$ cat config.mk
export PLATFORM = sky130hd
export DESIGN_NAME = motor_duty_ramp
export DESIGN_NICKNAME = d
export VERILOG_FILES = /design/src/rtl/motor_duty_ramp.sv
export SDC_FILE = /design/constraint.sdc
export NUM_CORES = 1
export LEC_CHECK = 0
export BUFFER_PORTS_ARGS = -buffer_cell sky130_fd_sc_hd__buf_2
export CAP_MARGIN = 20
export CORE_AREA = 2 2 96 98
export DETAILED_ROUTE_END_ITERATION = 7
export DIE_AREA = 0 0 98 100
export HOLD_SLACK_MARGIN = 0.05
export PLACE_DENSITY = 0.73
export SLEW_MARGIN = 20
export SYNTH_ARGS = -nofsm -noshare
export SYNTH_HDL_FRONTEND = slang
export SYNTH_SLANG_ARGS = --single-unit
export TNS_END_PERCENT = 100
$ cat constraint.sdc
create_clock -name clk -period 10.6 [get_ports clk]
set_input_delay 0.53 -clock clk [delete_from_list [all_inputs] [get_ports clk]]
set_output_delay 0.53 -clock clk [all_outputs]
set_load 0.01 [all_outputs]
$ cat src/rtl/motor_duty_ramp.sv
// Slew-limits a signed 12-bit speed command once per 2048-cycle PWM period and
// splits it into forward/reverse duty words. Optional reversal dead time: DUTY_RAMP_DEADTIME_EN.
module motor_duty_ramp #(
    parameter int RAMP_STEP = 16
) (
    input  logic        clk,
    input  logic        rst_n,
    input  logic [11:0] cmd,
    input  logic        cmd_vld,
    input  logic        brake,
    output logic [10:0] duty_fwd,
    output logic [10:0] duty_rev,
    output logic        at_target
);

    // Handshake: cmd_vld is a single-cycle qualifier with no ready; cmd is taken on
    // every edge where cmd_vld is high and brake is low. brake is a level, not a pulse.

`ifdef DUTY_RAMP_DEADTIME_EN
    typedef enum logic [1:0] {ZERO, FWD, REV, DEAD} state_t;
`else
    typedef enum logic [1:0] {ZERO, FWD, REV} state_t;
`endif

    localparam logic signed [12:0] STEP = 13'(RAMP_STEP);

    logic [10:0]        cnt_q;
    logic               strobe;
    logic signed [11:0] target_q;
    logic signed [11:0] target_n;
    logic signed [11:0] cur_q;
    logic signed [11:0] cur_n;
    state_t             state_q;
    state_t             state_n;
    logic signed [12:0] cur_ext;
    logic signed [12:0] diff;
    logic signed [12:0] diff_abs;
    logic signed [12:0] stepped;
    logic [10:0]        duty_fwd_n;
    logic [10:0]        duty_rev_n;
    logic               at_target_n;

    // Free-running period counter, aligned with the downstream PWM counter.
    assign strobe = &cnt_q;

    function automatic state_t sign_state(input logic [11:0] v);
        if (v == '0) begin
            return ZERO;
        end else if (v[11]) begin
            return REV;
        end else begin
            return FWD;
        end
    endfunction

    // Unclamped slew step toward the target in 13-bit signed arithmetic.
    always_comb begin
        cur_ext  = {cur_q[11], cur_q};
        diff     = {target_q[11], target_q} - cur_ext;
        diff_abs = diff[12] ? -diff : diff;
        if (diff_abs <= STEP) begin
            stepped = {target_q[11], target_q};
        end else if (diff[12]) begin
            stepped = cur_ext - STEP;
        end else begin
            stepped = cur_ext + STEP;
        end
    end

`ifdef DUTY_RAMP_DEADTIME_EN
    logic cur_pos;
    logic cur_neg;
    logic tgt_pos;
    logic tgt_neg;
    logic reversal;
    logic crosses;

    assign cur_pos  = !cur_q[11] && (cur_q != '0);
    assign cur_neg  = cur_q[11];
    assign tgt_pos  = !target_q[11] && (target_q != '0);
    assign tgt_neg  = target_q[11];
    assign reversal = (cur_pos && tgt_neg) || (cur_neg && tgt_pos);
    // A reversing step that reaches or passes zero stops at zero instead.
    assign crosses  = (stepped[12] != cur_q[11]) || (stepped == '0);
`endif

    always_comb begin
        target_n = target_q;
        cur_n    = cur_q;
        state_n  = state_q;
        if (brake) begin
            target_n = '0;
            cur_n    = '0;
            state_n  = ZERO;
        end else begin
            if (strobe) begin
`ifdef DUTY_RAMP_DEADTIME_EN
                if (state_q == DEAD) begin
                    cur_n   = '0;
                    state_n = ZERO;
                end else if (reversal && crosses) begin
                    cur_n   = '0;
                    state_n = DEAD;
                end else begin
                    cur_n   = 12'(stepped);
                    state_n = sign_state(12'(stepped));
                end
`else
                cur_n   = 12'(stepped);
                state_n = sign_state(12'(stepped));
`endif
            end
            // Strobe above uses the old target; a coincident command lands next period.
            if (cmd_vld) begin
                target_n = (cmd == 12'h800) ? 12'h801 : cmd;
            end
        end
    end

    always_comb begin
        duty_fwd_n = cur_n[11] ? 11'd0 : cur_n[10:0];
        duty_rev_n = cur_n[11] ? 11'(-cur_n) : 11'd0;
`ifdef DUTY_RAMP_DEADTIME_EN
        at_target_n = (cur_n == target_n) && (state_n != DEAD);
`else
        at_target_n = (cur_n == target_n);
`endif
    end

    always_ff @(posedge clk or negedge rst_n) begin
        if (!rst_n) begin
            cnt_q     <= '0;
            target_q  <= '0;
            cur_q     <= '0;
            state_q   <= ZERO;
            duty_fwd  <= '0;
            duty_rev  <= '0;
            at_target <= 1'b1;
        end else begin
            cnt_q     <= cnt_q + 11'd1;
            target_q  <= target_n;
            cur_q     <= cur_n;
            state_q   <= state_n;
            duty_fwd  <= duty_fwd_n;
            duty_rev  <= duty_rev_n;
            at_target <= at_target_n;
        end
    end

endmodule
Yosys cells after proc, flatten, opt, wreduce, memory -nomap -nowiden
Cells that the tools add are included.
{"block": "word_totals", "register_bits": 58, "latchBits": 0, "mem_bits_rw": 0, "mem_bits_ro": 0, "input_bits": 16, "out_inout_bits": 23, "wordCells": 26, "n_memories": 0}
{"block": "classes", "n_addsub": 6, "multipliers": 0, "n_div": 0, "order_cmp": 1, "n_eq_ne": 2, "shifts": 0, "mux": 10, "bitwise_logic": 0, "reduce_logical": 1}
{"cell": "$mux 12", "n": 7}
{"cell": "$mux 11", "n": 2}
{"cell": "$le 13x6->1 const B", "n": 1}
{"cell": "$mux 13", "n": 1}
{"cell": "$neg 13->13", "n": 1}
{"cell": "$sub 12x12->13", "n": 1}
{"cell": "$add 12x6->12 const B", "n": 1}
{"cell": "$eq 12x12->1", "n": 1}
{"cell": "$eq 12x12->1 const B", "n": 1}
{"cell": "$sub 12x6->12 const B", "n": 1}
{"cell": "$add 11x1->11 const B", "n": 1}
{"cell": "$neg 11->11", "n": 1}
{"cell": "$reduce_and 11->1", "n": 1}

Longest topological paths before layout
Gate-level depths: netlist of run 1.
{"block": "logic_depth", "ltp_word": 9, "mapped_depth": 25, "ltp_nobuf": 22}

Worst setup path before layout of run 1
Ideal clock, no wire load.
{"block": "synth_timing", "path_type": "flip-flop to flip-flop", "startpoint": "register cur_q[4]", "endpoint": "register duty_rev[10]", "setup_ns": 0.080, "arrival_ns": 4.589, "t_required_ns": 10.520, "setup_slack_ns": 5.931, "path_stages_with_launch": 25, "n_path_buf": 5, "period_less_slack_ns": 4.669, "cell_sequence": "dfrtp_1 -> clkbuf_1 -> inv_1 -> ha_1 -> buf_6 -> a21o_1 -> a21o_1 -> o21ai_2 -> a21o_1 -> buf_6 -> inv_2 -> buf_6 -> a211o_1 -> nor4_1 -> nand4_2 -> buf_2 -> a211oi_1 -> nor2_1 -> nor2_1 -> inv_1 -> ha_1 -> o2111ai_1 -> nor3_4 -> and4_1 -> nor3_2"}
{"block": "synth_via", "elab_chain_len": 9, "elab_cells_between_ends": 12, "classes_between": "add/sub: 5; order compare: 1; mux: 6"}
{"element": "start: declaration", "line": "31", "source": "logic signed [11:0] cur_q;"}
{"element": "start signal: assignment", "line": "142", "source": "cur_q <= cur_n;"}
{"element": "$sub 12x12->13 (*)", "line": "59", "source": "diff = {target_q[11], target_q} - cur_ext;"}
{"element": "$neg 13->13", "line": "60", "source": "diff_abs = diff[12] ? -diff : diff;"}
{"element": "$mux 13", "line": "60"}
{"element": "$le 13x6->1", "line": "61", "source": "if (diff_abs <= STEP) begin"}
{"element": "$mux 12 (*)", "line": "61"}
{"element": "$mux 12 (*)", "line": "96", "source": "if (strobe) begin"}
{"element": "$mux 12 (*)", "line": "91", "source": "if (brake) begin"}
{"element": "net cur_n[0]", "line": "32", "source": "logic signed [11:0] cur_n;"}
{"element": "$neg 11->11 (*)", "line": "122", "source": "duty_rev_n = cur_n[11] ? 11'(-cur_n) : 11'd0;"}
{"element": "$mux 11 (*)", "line": "122"}
{"element": "net duty_rev_n[10]", "line": "40", "source": "logic [10:0] duty_rev_n;"}
{"element": "end signal: assignment", "line": "145", "source": "duty_rev <= duty_rev_n;"}
{"element": "end: declaration", "line": "12", "source": "output logic [10:0] duty_rev,"}
The timed path passes the listed nets; every way through them passes the cells marked *.

Worst setup path after layout of run 1
{"block": "layout_timing", "startpoint": "register target_q[0]", "endpoint": "register duty_rev[8]"}
{"block": "layout_via", "elab_chain_len": 9, "elab_cells_between_ends": 10, "classes_between": "add/sub: 3; order compare: 1; mux: 6"}
{"element": "start: declaration", "line": "29", "source": "logic signed [11:0] target_q;"}
{"element": "start signal: assignment", "line": "141", "source": "target_q <= target_n;"}
{"element": "$sub 12x12->13", "line": "59"}
{"element": "$neg 13->13", "line": "60"}
{"element": "$mux 13", "line": "60"}
{"element": "$le 13x6->1", "line": "61"}
{"element": "$mux 12 (*)", "line": "61"}
{"element": "$mux 12 (*)", "line": "96"}
{"element": "$mux 12 (*)", "line": "91"}
{"element": "net cur_n[0]", "line": "32"}
{"element": "$neg 11->11 (*)", "line": "122"}
{"element": "$mux 11 (*)", "line": "122"}
{"element": "net duty_rev_n[8]", "line": "40"}
Marked as above.

==> results.toml, run 1 <==
[run_status]
status = "complete, no violations"

[yosys]
ys.flop_type = "dfrtp_1"
synth_most_common_cell = "nor2_1"
synth_top_cell_by_area = "dfrtp_1"
ys_seq_area_share_pct = 30.9
synth-edff-count = 0
synth_seq_cells = 58
synth_common_cells = "66 x nor2_1, 57 x dfrtp_1, 36 x inv_1"
yosys.area_share.simple_pct = 24.7
synthXorXnorAreaFrac_pct = 5.03
synth_nets = 591
synthDistinctLibCells = 87
synth_area_leaders = "dfrtp_1 30%, ha_1 5.6%, nor2_1 5.3%, xnor2_1 3.7%, mux2i_1 3.6%"
netlist_instances = 552
syn_area_per_cell_um2 = 8.51
synth_top_family_by_area = "simple AND/OR/NAND/NOR gates"
synth_fa_ha_area_share_pct = 6.45
ys_warn_count = 0
synthesis.area_mm2 = 0.00470
synth_mux_area_share_pct = 5.54
synth_async_sr_flop_share_pct = 100
synth_compound_area_share_pct = 21.4
synth_top_area_share_pct = 30.4

[setup_path]
critPathArrivalTime_ns = 5.80
reg2reg_depth = 21
path_cells = "inv_1 -> ha_1 -> fa_1 -> and2b_1 -> o2111a_1 -> o21ai_2 -> a21o_1 -> inv_2 -> a2111oi_0 -> a211o_1 -> nor4_1 -> nand4_2 -> a211oi_1 -> nor2_1 -> nor2_1 -> inv_1 -> ha_1 -> o2111ai_1 -> nor3_4 -> and3_1 -> nor3_1"
slowest_delay_ns = 0.59
crit_type = "reg -> reg"
endpoint_kind = "register"
r2r_slack_ns = 5.05
cp_slowest_cell = "nand4_2"
cp-start-kind = "register"
critPathBufInv = 3
rr_endpoint = "duty_rev[8]"
cp_top_family = "simple AND/OR/NAND/NOR gates"
worstPathRequired_ns = 10.85
r2r-start = "target_q[0]"
path_max_fanout = 19

[min_path]
hp-class = "in -> async"

[cts]
cts.repair.resized = 0
clk_latency_ns = 0.33
cts_sinks = 58
cts_setup_buffers = 0
htreeDepth = 3
numCtsBuffers = 9
cts.path.max_buffers = 2
clkTransAtPathRegs_ns = 0.07
cts_tree = "built"
cts_root_buf = "clkbuf_8"
cts_hold_buffers = 0

[layout]
multi_input_area_mm2 = 0.00297
filler_cell_count = 803
drive_gt1_share_pct = 14.4
syn2layout_area_growth_pct = 8.34
ff_latch_area_mm2 = 0.00145
diodes = 0
nets = 616

[die]
start_util_pct = 52.8
die_h_um = 100
rows = 35
dieArea_mm2 = 0.00980
die_w_um = 98
io_pins = 39
core_mm2 = 0.00889

[sta]
slew_headroom_pct = 29.4
fin_worst_skew_ns = 0.00494
tightest_slew_ns = 1.05
fin_crit_ns = 5.55
setup_tns_ns = 0
hold_viol = 0
slew_viol_final = 0
final-setup-viol-count = 0
max_freq_mhz = 180
fin_crit_sh_pct = 52.4
rsz0062_at_grt = "false"

[route]
vias = 4307
drtAntennaViolNets = 0
drc = 0
dr.pass1.iters = 5
drt_iter0_drc = 239
detail_route.wirelength_mm = 12.0
avgRoutedWirePerCell_um = 17.3
via_per_inst = 6.22

[pwr]
worst_ir_drop_vdd_v = 0.0000895
p_leak_nw = 2.38
finalPower_mw = 0.589
power_density_mw_per_mm2 = 116

[placed_design]
dp_hpwl_mm = 9.17
portBuffers = 38
gp_congestion = 0.946

[grt]
met1_usage_pct = 34.6
grt_max_degree = 59
grt_pass1_vias = 4104
grt_antenna_before_repair = 0
overflow = 0
busiest_layer = "met2"
use_met3_pct = 4.74
met2_usage_pct = 37.9
grt_first_pass_wirelength_mm = 19.6
grtUsageTotal_pct = 24.6

[flow_run]
maxCapViolCount = 0
-- sequential cells by signal, summed over array words and instances (netlist names) --
signal and cells:
at_target 1, cur_q 12, duty_rev 11, target_q 12
duty_fwd 11, cnt_q 11
-- logic make-up after synthesis --
logic type,after synthesis
buffers and inverters,62
DFF,58
and+or+nand+nor,222
adders and majority gates,23
AOI/OAI and AO/OA,136
xor gates and xnor gates,27
muxes,24
-- per-stage QoR --
stage	hold slack [ns]	area (um2)	utilization, %	cells	worst slack (ns)
2_1_floorplan	0.234	4700	-	552	5.93
3_3_place_gp	0.454	4890	55.1	677	5.34
3_5_place_dp	0.466	4890	55.1	677	5.12
4_1_cts	0.343	5090	57.2	693	5.09
5_1_grt	0.405	5090	57.2	693	4.53
6_report	0.326	5090	57.2	693	5.05
-- where the power goes --
group          switching, mW  leakage [nW]  internal [mW]
Combinational          0.103          1.51         0.0576
Clock                 0.0902        0.0889          0.109
Sequential           0.00422         0.784          0.225
-- placed cells by master, fill, tap and decap left out, types with 3 or more instances in the layout --
| cell type | n |
|---|---|
| a211o_1 | 3 |
| nor2b_1 | 7 |
| o21ai_0 | 19 |
| mux2_2 | 6 |
| o31ai_1 | 4 |
| inv_1 | 36 |
| clkinvlp_4 | 3 |
| o22ai_1 | 3 |
| buf_2 | 38 |
| xor2_1 | 7 |
| nor3_1 | 26 |
| nor2_1 | 66 |
| a21o_1 | 10 |
| a221o_1 | 3 |
| and4_1 | 3 |
| nand2b_1 | 7 |
| nor4_1 | 9 |
| nand2_1 | 32 |
| nand4_1 | 11 |
| ha_1 | 21 |
| dfrtp_1 | 57 |
| a21oi_1 | 27 |
| nand3_1 | 20 |
| o211a_1 | 3 |
| a31oi_1 | 6 |
| or3_1 | 3 |
| mux2i_1 | 17 |
| o21bai_1 | 4 |
| o211ai_1 | 5 |
| and2_1 | 8 |
| clkbuf_8 | 9 |
| xnor2_1 | 20 |
| and3_1 | 6 |
| a211oi_1 | 14 |
-- how the worst max path moves through the flow --
stage,from,to,slack (ns),depth (start not counted)
final,target_q[0],duty_rev[8],5.05,21
after floorplan,cur_q[4],duty_rev[10],5.93,24
after global placement,target_q[0],duty_rev[10],5.34,21
after detailed placement,cur_q[4],duty_rev[10],5.12,17
after global routing,cur_q[4],duty_rev[10],4.53,20
after CTS,cur_q[4],duty_rev[10],5.09,17
-- layout make-up --
cell class                      instances  area share (%)
Multi-Input combinational cell        432            58.3
Clock inverter                          6            1.30
Inverter                               37            2.73
Sequential cell                        58            28.5
Tap cell                              111            2.73
Clock buffer                           10            2.51
Timing Repair Buffer                   39            3.88
-- routing by layer --
metal / wire length, um / part of all wire (%) / up-vias
met5: 0 / 0 / -
met4: 246 / 2.1 / 0
met3: 780 / 6.5 / 22
met2: 5390 / 45 / 190
met1: 5580 / 47 / 2032
li1: - / - / 2063
Note: power is estimated with default switching activity, not from simulation.
==> run 2, diff against run 1 <==
==> constraint.sdc (replaced) <==
create_clock -name clk -period 5.6 [get_ports clk]
set_input_delay 0.28 -clock clk [delete_from_list [all_inputs] [get_ports clk]]
set_output_delay 0.28 -clock clk [all_outputs]
set_load 0.01 [all_outputs]
==> results.toml, run 2 (synthesis gave the netlist of run 1 again) <==
[run_status]
status = "complete, no violations"

[grt]
grt_pass1_vias = 4114
grt_first_pass_wirelength_mm = 20.8
overflow = 0
grt_antenna_before_repair = 0
grt_max_degree = 59
grtUsageTotal_pct = 26.1

[die]
core_mm2 = 0.00889
rows = 35
start_util_pct = 52.8
die_h_um = 100
dieArea_mm2 = 0.00980
io_pins = 39
die_w_um = 98

[pwr]
power_switching_mw = 0.388
swShare_pct = 35.2
power_frac_comb_pct = 28.3
worst_ir_drop_vdd_v = 0.000169
power_density_mw_per_mm2 = 214
finalPower_mw = 1.10
p_leak_nw = 2.42
p_int_mw = 0.714
clockPowerShare_pct = 32.4
seqPwrFrac_pct = 39.3

[placed_design]
dp_hpwl_mm = 9.28
portBuffers = 38
gp_congestion = 0.929
dp_cells = 685
postPlaceCellArea_mm2 = 0.00495

[sta]
tightest_slew_ns = 0.831
rsz0062_at_grt = "true"
slew_headroom_pct = 44.3
fin_worst_skew_ns = 0.00800
final-setup-viol-count = 0
hold_viol = 0
fin_crit_ns = 5.22
max_freq_mhz = 191
fin_crit_sh_pct = 93.3
setup_tns_ns = 0
slew_viol_final = 0

[route]
avgRoutedWirePerCell_um = 17.6
detail_route.wirelength_mm = 12.3
dr.pass1.iters = 5
vias = 4446
drtAntennaViolNets = 0
drc = 0
via_per_inst = 6.34
drt_iter0_drc = 410

[cts]
cts.path.max_buffers = 2
clk_latency_ns = 0.34
cts_tree = "built"
numCtsBuffers = 9
htreeDepth = 3
cts_root_buf = "clkbuf_8"
cts_sinks = 58
clkTransAtPathRegs_ns = 0.07
cts_setup_buffers = 0

[setup_path]
endpoint_kind = "register"
cp-start-kind = "register"
critPathArrivalTime_ns = 5.46
path_max_fanout = 13
crit_path_start = "cur_q[4]"
r2r-start = "cur_q[4]"
worstPathRequired_ns = 5.84
crit_type = "reg -> reg"
r2r_slack_ns = 0.38

[flow_run]
maxCapViolCount = 0

[layout]
final_cell_mix = "66 x nor2_1, 57 x dfrtp_1, 38 x buf_2, 36 x inv_1, 32 x nand2_1"
nets = 624
largestRegisters = "cur_q x12, target_q x12"
diodes = 0
stdcell_count = 701
postLayoutCellArea_mm2 = 0.00515
drive_gt1_share_pct = 15.9
final_core_util_pct = 57.9
syn2layout_area_growth_pct = 9.62
final_common_cell = "nor2_1"

[min_path]
hp-class = "in -> async"
==> run 2: cell types whose count changed in the layout (fill, tap and decap cells not counted), sizes merged <==
| cell | change |
|---|---|
| clkinv | +2 |
| bufinv | -1 |
| clkinvlp | -1 |
| buf | +8 |
==> run 2: layer usage <==
layer,track usage (%),wire length (um),up-vias
li1,-,-,2092
met1,38.4,5560,2101
met4,8.76,288,0
met3,4.39,989,26
met5,0,0,-
met2,39.4,5480,227
==> run 2: path summary, 6_finish.rpt <==
path                                end  cells after the start
setup / recovery            duty_rev[8]                     19
min in group clk           target_q[11]                      3
hold reg to reg                cnt_q[0]                      1
setup reg to reg            duty_rev[8]                     19
max in group asynchronous   target_q[4]                      2
hold / removal                 cnt_q[0]                      2
==> run 2: stage by stage <==
step	hold slack [ns]	setup WS, ns
floorplan	-0.0156	0.931
global placement	0.453	0.659
detailed placement	0.472	0.489
CTS	0.103	0.454
global route	0.142	-0.0159
finish	0.0759	0.376
==> run 2: cell type report <==
| type | count | area, um2 |
|---|---|---|
| inverters | 37 | 139 |
| repair buffers | 47 | 258 |
| clock inverters | 6 | 50.0 |
| multi-input cells | 432 | 2970 |
| flip-flops and latches | 58 | 1450 |
| clock buffers | 10 | 138 |
| fillers | 813 | 3740 |
| well taps | 111 | 139 |
==> run 2: power groups by stage <==
| stage | clock, mW | sequential (mW) | combinational, mW |
|---|---|---|---|
| finish | 0.357 | 0.433 | 0.312 |
| global route | 0.382 | 0.433 | 0.345 |
| CTS | 0.363 | 0.432 | 0.306 |
| detailed placement | 0 | 0.440 | 0.304 |
| global placement | 0 | 0.440 | 0.299 |
| floorplan | 0 | 0.438 | 0.236 |
==> run 2: worst max-delay path, cell delays in order (launching register included) <==
cell	delay, ns
dfrtp_1	0.49
inv_1	0.20
ha_1	0.44
a21o_1	0.26
a21o_1	0.21
o21ai_2	0.15
a21o_1	0.42
inv_2	0.20
a211o_1	0.31
nor4_1	0.53
nand4_2	0.23
a211oi_1	0.42
nor2_1	0.09
nor2_1	0.17
inv_1	0.11
ha_1	0.24
o2111ai_1	0.14
nor3_4	0.10
and3_1	0.20
nor3_1	0.21
==> run 2: timing repair <==
item	CTS	global route
hold buffers	0	0
gates resized for setup	0	1
endpoints found under the setup margin	0	2
